==> config.mk <==
export PLATFORM = sky130hd
export DESIGN_NAME = core_if_stage
export DESIGN_NICKNAME = d
export VERILOG_FILES = /design/src/rtl/core_if_stage.sv
export SDC_FILE = /design/constraint.sdc
export NUM_CORES = 1
export LEC_CHECK = 0
export ABC_AREA = 1
export CAP_MARGIN = 5
export CORE_MARGIN = 2
export CORE_UTILIZATION = 57
export DETAILED_ROUTE_END_ITERATION = 16
export GPL_ROUTABILITY_DRIVEN = 0
export GPL_TIMING_DRIVEN = 0
export PLACE_DENSITY = 0.84
export SLEW_MARGIN = 0
export SYNTH_ARGS = -nofsm -noshare
export SYNTH_HDL_FRONTEND = slang
export SYNTH_SLANG_ARGS = --single-unit
==> constraint.sdc <==
create_clock -name clk -period 13.3 [get_ports clk]
set_clock_uncertainty 0.15 [all_clocks]
set_input_delay 3.99 -clock clk [delete_from_list [all_inputs] [get_ports clk]]
set_output_delay 3.99 -clock clk [all_outputs]
set_load 0.05 [all_outputs]
==> src/rtl/core_if_stage.sv <==
// core_if_stage: instruction fetch stage of the RV32I core.
//
// This stage holds the fetch PC and issues word reads to instruction memory
// over a req/gnt/rvalid port. Responses come back in order. Each response is
// paired with its PC from a tag queue and buffered in an in-order FIFO. The
// FIFO head is presented to decode over a valid/ready handshake. A redirect
// flushes the FIFO and marks every read still in flight to be discarded.
//
// Parameters:
//   RESET_PC    first fetch address after reset (word aligned)
//   FIFO_DEPTH  instruction buffer entries (power of two, >= 2); this is also
//               the limit on reads that are outstanding or buffered
//
// Ports:
//   clk, rst          clock; synchronous active-high reset
//   o_imem_req        read request (credit based, low during rst/redirect)
//   o_imem_addr       read address (the fetch PC)
//   i_imem_gnt        request accepted this cycle
//   i_imem_rvalid     read data valid (in order, >= 1 cycle after grant)
//   i_imem_rdata      read data
//   i_redirect        flush and restart fetch at i_redirect_pc
//   i_redirect_pc     new fetch PC; bits [1:0] are ignored
//   o_instr_valid     o_instr / o_instr_pc are valid
//   i_instr_ready     decode accepts the head entry
//   o_instr           instruction word at the FIFO head
//   o_instr_pc        PC of o_instr
//
// Optional feature macro: CORE_IF_JAL_PREDECODE_EN
//   When defined, a JAL word entering the FIFO redirects fetch to its target
//   in the same cycle. Younger in-flight reads are discarded.

module core_if_stage #(
    parameter logic [31:0] RESET_PC   = 32'h0000_0000,
    parameter int unsigned FIFO_DEPTH = 2
) (
    input  logic        clk,
    input  logic        rst,
    output logic        o_imem_req,
    output logic [31:0] o_imem_addr,
    input  logic        i_imem_gnt,
    input  logic        i_imem_rvalid,
    input  logic [31:0] i_imem_rdata,
    input  logic        i_redirect,
    input  logic [31:0] i_redirect_pc,
    output logic        o_instr_valid,
    input  logic        i_instr_ready,
    output logic [31:0] o_instr,
    output logic [31:0] o_instr_pc
);

    localparam int unsigned PTR_W = (FIFO_DEPTH > 1) ? $clog2(FIFO_DEPTH) : 1;
    localparam int unsigned CNT_W = $clog2(FIFO_DEPTH + 1);
    localparam logic [CNT_W:0] DEPTH_LIM = (CNT_W + 1)'(FIFO_DEPTH);

    logic [31:0]      fetch_pc;

    logic [31:0]      fifo_instr [FIFO_DEPTH];
    logic [31:0]      fifo_pc    [FIFO_DEPTH];
    logic [PTR_W-1:0] fifo_rd_ptr;
    logic [PTR_W-1:0] fifo_wr_ptr;
    logic [CNT_W-1:0] fifo_count;

    logic [31:0]      tag_pc [FIFO_DEPTH];
    logic [PTR_W-1:0] tag_rd_ptr;
    logic [PTR_W-1:0] tag_wr_ptr;
    logic [CNT_W-1:0] outstanding;
    logic [CNT_W-1:0] discard;

    logic             issue;
    logic             resp_accept;
    logic             resp_drop;
    logic             push;
    logic             pop;
    logic             jal_redirect;
    logic [31:0]      jal_target;
    logic [31:0]      resp_tag;
    logic [31:0]      redirect_pc_aligned;
    logic [CNT_W:0]   credit_used;

    // A response with nothing outstanding is a stale one from before reset.
    assign resp_accept = i_imem_rvalid && (outstanding != '0);
    assign resp_drop   = resp_accept && (discard != '0);
    assign push        = resp_accept && (discard == '0) && !i_redirect;
    assign pop         = o_instr_valid && i_instr_ready;
    assign resp_tag    = tag_pc[tag_rd_ptr];

    assign redirect_pc_aligned = i_redirect_pc & ~32'h0000_0003;

`ifdef CORE_IF_JAL_PREDECODE_EN
    logic [31:0] jal_imm;
    assign jal_imm = {{11{i_imem_rdata[31]}}, i_imem_rdata[31], i_imem_rdata[19:12],
                      i_imem_rdata[20], i_imem_rdata[30:21], 1'b0};
    // Only words actually entering the FIFO can redirect; push already
    // excludes discarded data and gives an external redirect priority.
    assign jal_redirect = push && (i_imem_rdata[6:0] == 7'b1101111);
    assign jal_target   = resp_tag + jal_imm;
`else
    assign jal_redirect = 1'b0;
    assign jal_target   = '0;
`endif

    // Buffered entries and in-flight reads share the same credit pool, so a
    // response always finds room in the FIFO.
    assign credit_used = {1'b0, fifo_count} + {1'b0, outstanding};
    assign o_imem_req  = !rst && !i_redirect && !jal_redirect && (credit_used < DEPTH_LIM);
    assign o_imem_addr = fetch_pc;
    assign issue       = o_imem_req && i_imem_gnt;

    assign o_instr_valid = (fifo_count != '0);
    assign o_instr       = o_instr_valid ? fifo_instr[fifo_rd_ptr] : '0;
    assign o_instr_pc    = o_instr_valid ? fifo_pc[fifo_rd_ptr]    : '0;

    always_ff @(posedge clk) begin
        if (rst) begin
            fetch_pc    <= RESET_PC;
            fifo_rd_ptr <= '0;
            fifo_wr_ptr <= '0;
            fifo_count  <= '0;
            tag_rd_ptr  <= '0;
            tag_wr_ptr  <= '0;
            outstanding <= '0;
            discard     <= '0;
        end else begin
            if (i_redirect) begin
                fetch_pc <= redirect_pc_aligned;
            end else if (jal_redirect) begin
                fetch_pc <= jal_target;
            end else if (issue) begin
                fetch_pc <= fetch_pc + 32'd4;
            end

            // Discarded reads keep their tag slots. They pop in order as their
            // responses arrive, so the tag queue never needs flushing.
            if (issue) begin
                tag_wr_ptr <= tag_wr_ptr + PTR_W'(1);
            end
            if (resp_accept) begin
                tag_rd_ptr <= tag_rd_ptr + PTR_W'(1);
            end
            outstanding <= outstanding + CNT_W'(issue) - CNT_W'(resp_accept);

            // No issue can happen in a redirect cycle, so every read left in
            // flight after this edge must be dropped.
            if (i_redirect || jal_redirect) begin
                discard <= outstanding - CNT_W'(resp_accept);
            end else if (resp_drop) begin
                discard <= discard - CNT_W'(1);
            end

            if (i_redirect) begin
                fifo_rd_ptr <= '0;
                fifo_wr_ptr <= '0;
                fifo_count  <= '0;
            end else begin
                if (push) begin
                    fifo_wr_ptr <= fifo_wr_ptr + PTR_W'(1);
                end
                if (pop) begin
                    fifo_rd_ptr <= fifo_rd_ptr + PTR_W'(1);
                end
                fifo_count <= fifo_count + CNT_W'(push) - CNT_W'(pop);
            end
        end
    end

    always_ff @(posedge clk) begin
        if (issue) begin
            tag_pc[tag_wr_ptr] <= fetch_pc;
        end
        if (push) begin
            fifo_instr[fifo_wr_ptr] <= i_imem_rdata;
            fifo_pc[fifo_wr_ptr]    <= resp_tag;
        end
    end

endmodule

Yosys cells after proc, flatten, opt, wreduce, memory -nomap -nowiden
Memories as Yosys holds them, arrays and structs flattened. A register that Yosys moved wholly into a read port is not among the register bits. Cells that the tools add are included.

Bits in registers: 42. Output and inout bits: 98. Input bits: 70. Memories: 3. RAM bits: 192.

Memories: fifo_instr (words 2, bits a word 32, rd ports 1, clocked after Yosys merged registers in 1, wr ports 1, RTL line 57) `logic [31:0] fifo_instr [FIFO_DEPTH];`; fifo_pc (words 2, bits a word 32, rd ports 1, clocked after Yosys merged registers in 1, wr ports 1, RTL line 58) `logic [31:0] fifo_pc [FIFO_DEPTH];`; tag_pc (words 2, bits a word 32, rd ports 1, clocked after Yosys merged registers in 1, wr ports 1, RTL line 63) `logic [31:0] tag_pc [FIFO_DEPTH];`.

$add $sub $neg: 12. Reduce and logical (&&, ||, !) cells: 17. $lt $le $gt $ge: 1. Multiplexer cells: 16.

Operators with widths (number): 32-bit 2-to-1 mux (4); 32-bit by 3-bit adder with 32-bit output (second input constant) (1); 1-bit 2-to-1 mux (10); 2-bit nonzero test (5); 1-bit logical AND (8); 2-bit by 1-bit subtractor with 2-bit output (3); 1-bit adder (second input constant) (4); 2-bit by 1-bit adder with 2-bit output (2); 2-bit 2-to-1 mux (2); 2-bit by 2-bit adder with 3-bit output (1); 3-bit by 2-bit less-than comparator with 1-bit output (second input constant) (1); 1-bit logical NOT (2); 2-bit logical NOT (1); 2-bit OR reduction (1); 2-bit by 1-bit subtractor with 2-bit output (second input constant) (1).

Depth between registers and ports, before layout
Word-level depth: 6. Gate-level depth with buffers: 12. Mapped depth without buffers: 11.

Worst setup path before layout
No wires, ideal clock.

Kind: input to output. Start: in i_redirect. End: out o_imem_req. Stages: 3. Data arrival time: 5.257 ns. Setup slack: 3.903 ns. Path through: nor2_2 -> inv_1 -> nor3_1.

Word-level cells in the longest chain between the ends: 3.

Ends and longest elaborated chain: start: declaration (RTL line 43) `input logic i_redirect,`; 1-bit logical NOT (RTL line 105) `assign o_imem_req = !rst && !i_redirect && !jal_redirect && (credit_used < DEPTH_LIM);`; 1-bit logical AND (2 in a row) (RTL line 105); end: declaration (RTL line 38) `output logic o_imem_req,`.

Every way passes these cells.

Worst setup path in the final report
Same ends and word-level chain as after synthesis.

==> impl_metrics.toml <==
[status]
status = "finished, final reports clean"

[clocking]
postCtsHoldBufs = 0
clk_pin_slew_worst_paths_ns = 0.06
cts_tree = "done"
cts_root_buf = "clkbuf_16"
htree_levels = 1
numCtsBuffers = 22
post_cts_buffers = 0
insertion_delay_ns = 0.50
cts.sink_count = 226
ctsResizeCount = 0
clock_path_buffers = 3

[detailed_routing]
routed_wl_mm = 22.1
avgRoutedWirePerCell_um = 17.0
drt_iter0_drc = 500
drc = 0
dr.pass1.iters = 8
via_per_inst = 5.35
ant_nets = 0
vias = 6949

[synth]
synthCells = 872
yosysUniqueCellTypes = 39
synth.largest_area_cell = "edfxtp_1"
synth_top_area_share = 0.578
synthMuxAreaShare = 0.0353
syn_avg_cell_area_um2 = 11.0
synth_compound_area_frac = 0.0784
synth-simple-area-share = 0.153
synthesis.area_um2 = 9560
synth.area.top_cells = "edfxtp_1, nand2_1, dfxtp_1"
async_reset_ff_frac = 0
synthXorXnorAreaFrac = 0.00641
yosysWarnings = 0
yosysSeqAreaShare = 0.666
synth_ff_type = "edfxtp_1"
synth_seq_cells = 226
yosys.area_share.adder = 0.0113
synth_top_family_by_area = "simple AND/OR/NAND/NOR gates"
synth_edf_count = 184

[power_and_ir_drop]
internal-power_mw = 1.30
combPwrFrac = 0.150
swShare = 0.252
p_leak_nw = 4.36
p_seq_frac = 0.486
p_clk_frac = 0.363
power_switching_uw = 438
ir_drop_mv = 0.0931
powerDensity_nw_per_um2 = 141

[worst_hold_path]
hold_path_class = "reg2reg"
min_from = "fifo_rd_ptr"

[die]
die_y_um = 134
die-area_um2 = 17800
die_x_um = 134
io_pins = 168
coreArea_um2 = 16500
num_rows = 47
start_util = 0.581

[setup_path]
timing.rr.start = "outstanding[0]"
critPathRequiredTime_ns = 9.16
critPathArrivalTime_ns = 5.87
crit_start = "i_redirect"
startpoint_type = "primary input"
path_max_fanout = 4
worstSetupEndpointType = "output port"
crit_type = "in2out"

[timing]
fin_hold_ws_ns = 0.322
finalCritPeriodShare = 0.752
max_freq_ghz = 0.0999
worst_slew_pin_slew_ns = 0.990
min_period_ns = 10.01
hold_violations = 0
slew-limit-headroom = 0.338
setup_viol_count_final = 0
tns_ns = 0
rsz0062_at_grt = "no"
slew_violations = 0

[global_route]
overflow = 0
grt_max_degree = 33
grt_pass1_vias = 6908
antenna_found_initial = 0
grt_usage = 0.249
grt_pass1_wl_mm = 35.0

[final_layout]
synthToLayoutAreaGrowth_pct = 28.7
antenna_cells = 0
fin_nets = 1142
layout-drive-gt1-share = 0.107

[place]
portBuffers = 161
dp_hpwl_mm = 14.8

[flow_run]
max_cap_violations = 0
-- metal layers --
| metal | routed length, um | vias up | share of wire | GRT usage |
|---|---|---|---|---|
| met3 | 1490 | 56 | 0.067 | 0.0403 |
| met2 | 11100 | 282 | 0.50 | 0.430 |
| met1 | 8980 | 3270 | 0.41 | 0.325 |
| li1 | - | 3341 | - | - |
| met4 | 590 | 0 | 0.027 | 0.0762 |
| met5 | 0 | - | 0 | 0 |
-- worst max-delay path, cell delays in order --
cell,delay (ns)
clkdlybuf4s50_1,0.51
nor2_2,0.25
inv_1,0.11
nor3_1,0.16
clkdlybuf4s50_1,0.85
-- cells in the mapped netlist, drive strengths merged, types with 6 or more instances --
library cell	n
o21ai	39
a31oi	6
nand3	39
clkbuf	23
buf	14
mux2	30
ha	7
dfxtp	42
nand2	250
nor2	51
a21oi	97
edfxtp	184
inv	70
-- through the flow --
step	utilization	instance area (um2)	power [mW]	cells	setup WS [ns]
finish	0.747	12300	1.74	1299	3.29
floorplan	-	9570	1.02	875	3.90
global placement	0.696	11500	1.10	1256	3.36
CTS	0.747	12300	1.74	1299	3.29
detailed placement	0.703	11600	1.11	1260	3.34
global route	0.747	12300	1.79	1299	3.18
-- worst paths after layout --
| check | slack (ns) | endpoint | cells past startpoint |
|---|---|---|---|
| setup reg to reg | 10.39 | tag_pc[0][29] | 8 |
| setup / recovery | 3.29 | o_imem_req | 5 |
| hold reg to reg | 0.32 | fifo_rd_ptr | 1 |
| hold / removal | 0.32 | fifo_rd_ptr | 1 |
-- logic make-up after synthesis --
logic type,after synthesis
AOI/OAI and AO/OA,145
and+or+nand+nor,346
other,1
xor gates and xnor gates,7
adders and majority gates,8
buffers and inverters,109
muxes,30
DFF,226
-- placed cells by master (no fill, tap or decap), drive strengths merged, types with 2 or more instances in the layout --
cell / instances
nand2: 250
edfxtp: 184
clkdlybuf4s50: 161
a21oi: 97
inv: 70
nor2: 51
clkbuf: 51
dfxtp: 42
nand3: 39
o21ai: 39
mux2: 30
buf: 18
clkinv: 10
ha: 7
a31oi: 6
xor2: 4
conb: 4
xnor2: 3
bufinv: 3
and2: 2
-- area by class of cell --
cell class	instances	area [um2]
timing repair buffer	165	1710
tap	220	275
sequential	226	6370
clock inverter	11	128
clock buffer	28	604
buffer	37	201
inverter	72	272
multi-input combinational	540	2750
fill	1067	4160
-- power groups by stage --
| stage | clock (mW) | sequential, mW | combinational [mW] |
|---|---|---|---|
| finish | 0.631 | 0.844 | 0.261 |
| global route | 0.664 | 0.847 | 0.281 |
| CTS | 0.637 | 0.844 | 0.261 |
| detailed placement | 0 | 0.857 | 0.257 |
| global placement | 0 | 0.858 | 0.244 |
| floorplan | 0 | 0.872 | 0.149 |
-- sequential cells by signal (all words and copies together) (netlist names), named ones only --
register,cells
discard,2
fifo_count,2
fifo_instr,64
fifo_pc,60
fifo_rd_ptr,1
fifo_wr_ptr,1
o_imem_addr,30
outstanding,2
tag_pc,60
tag_rd_ptr,1
tag_wr_ptr,1
(Power assumes the default switching activity.)
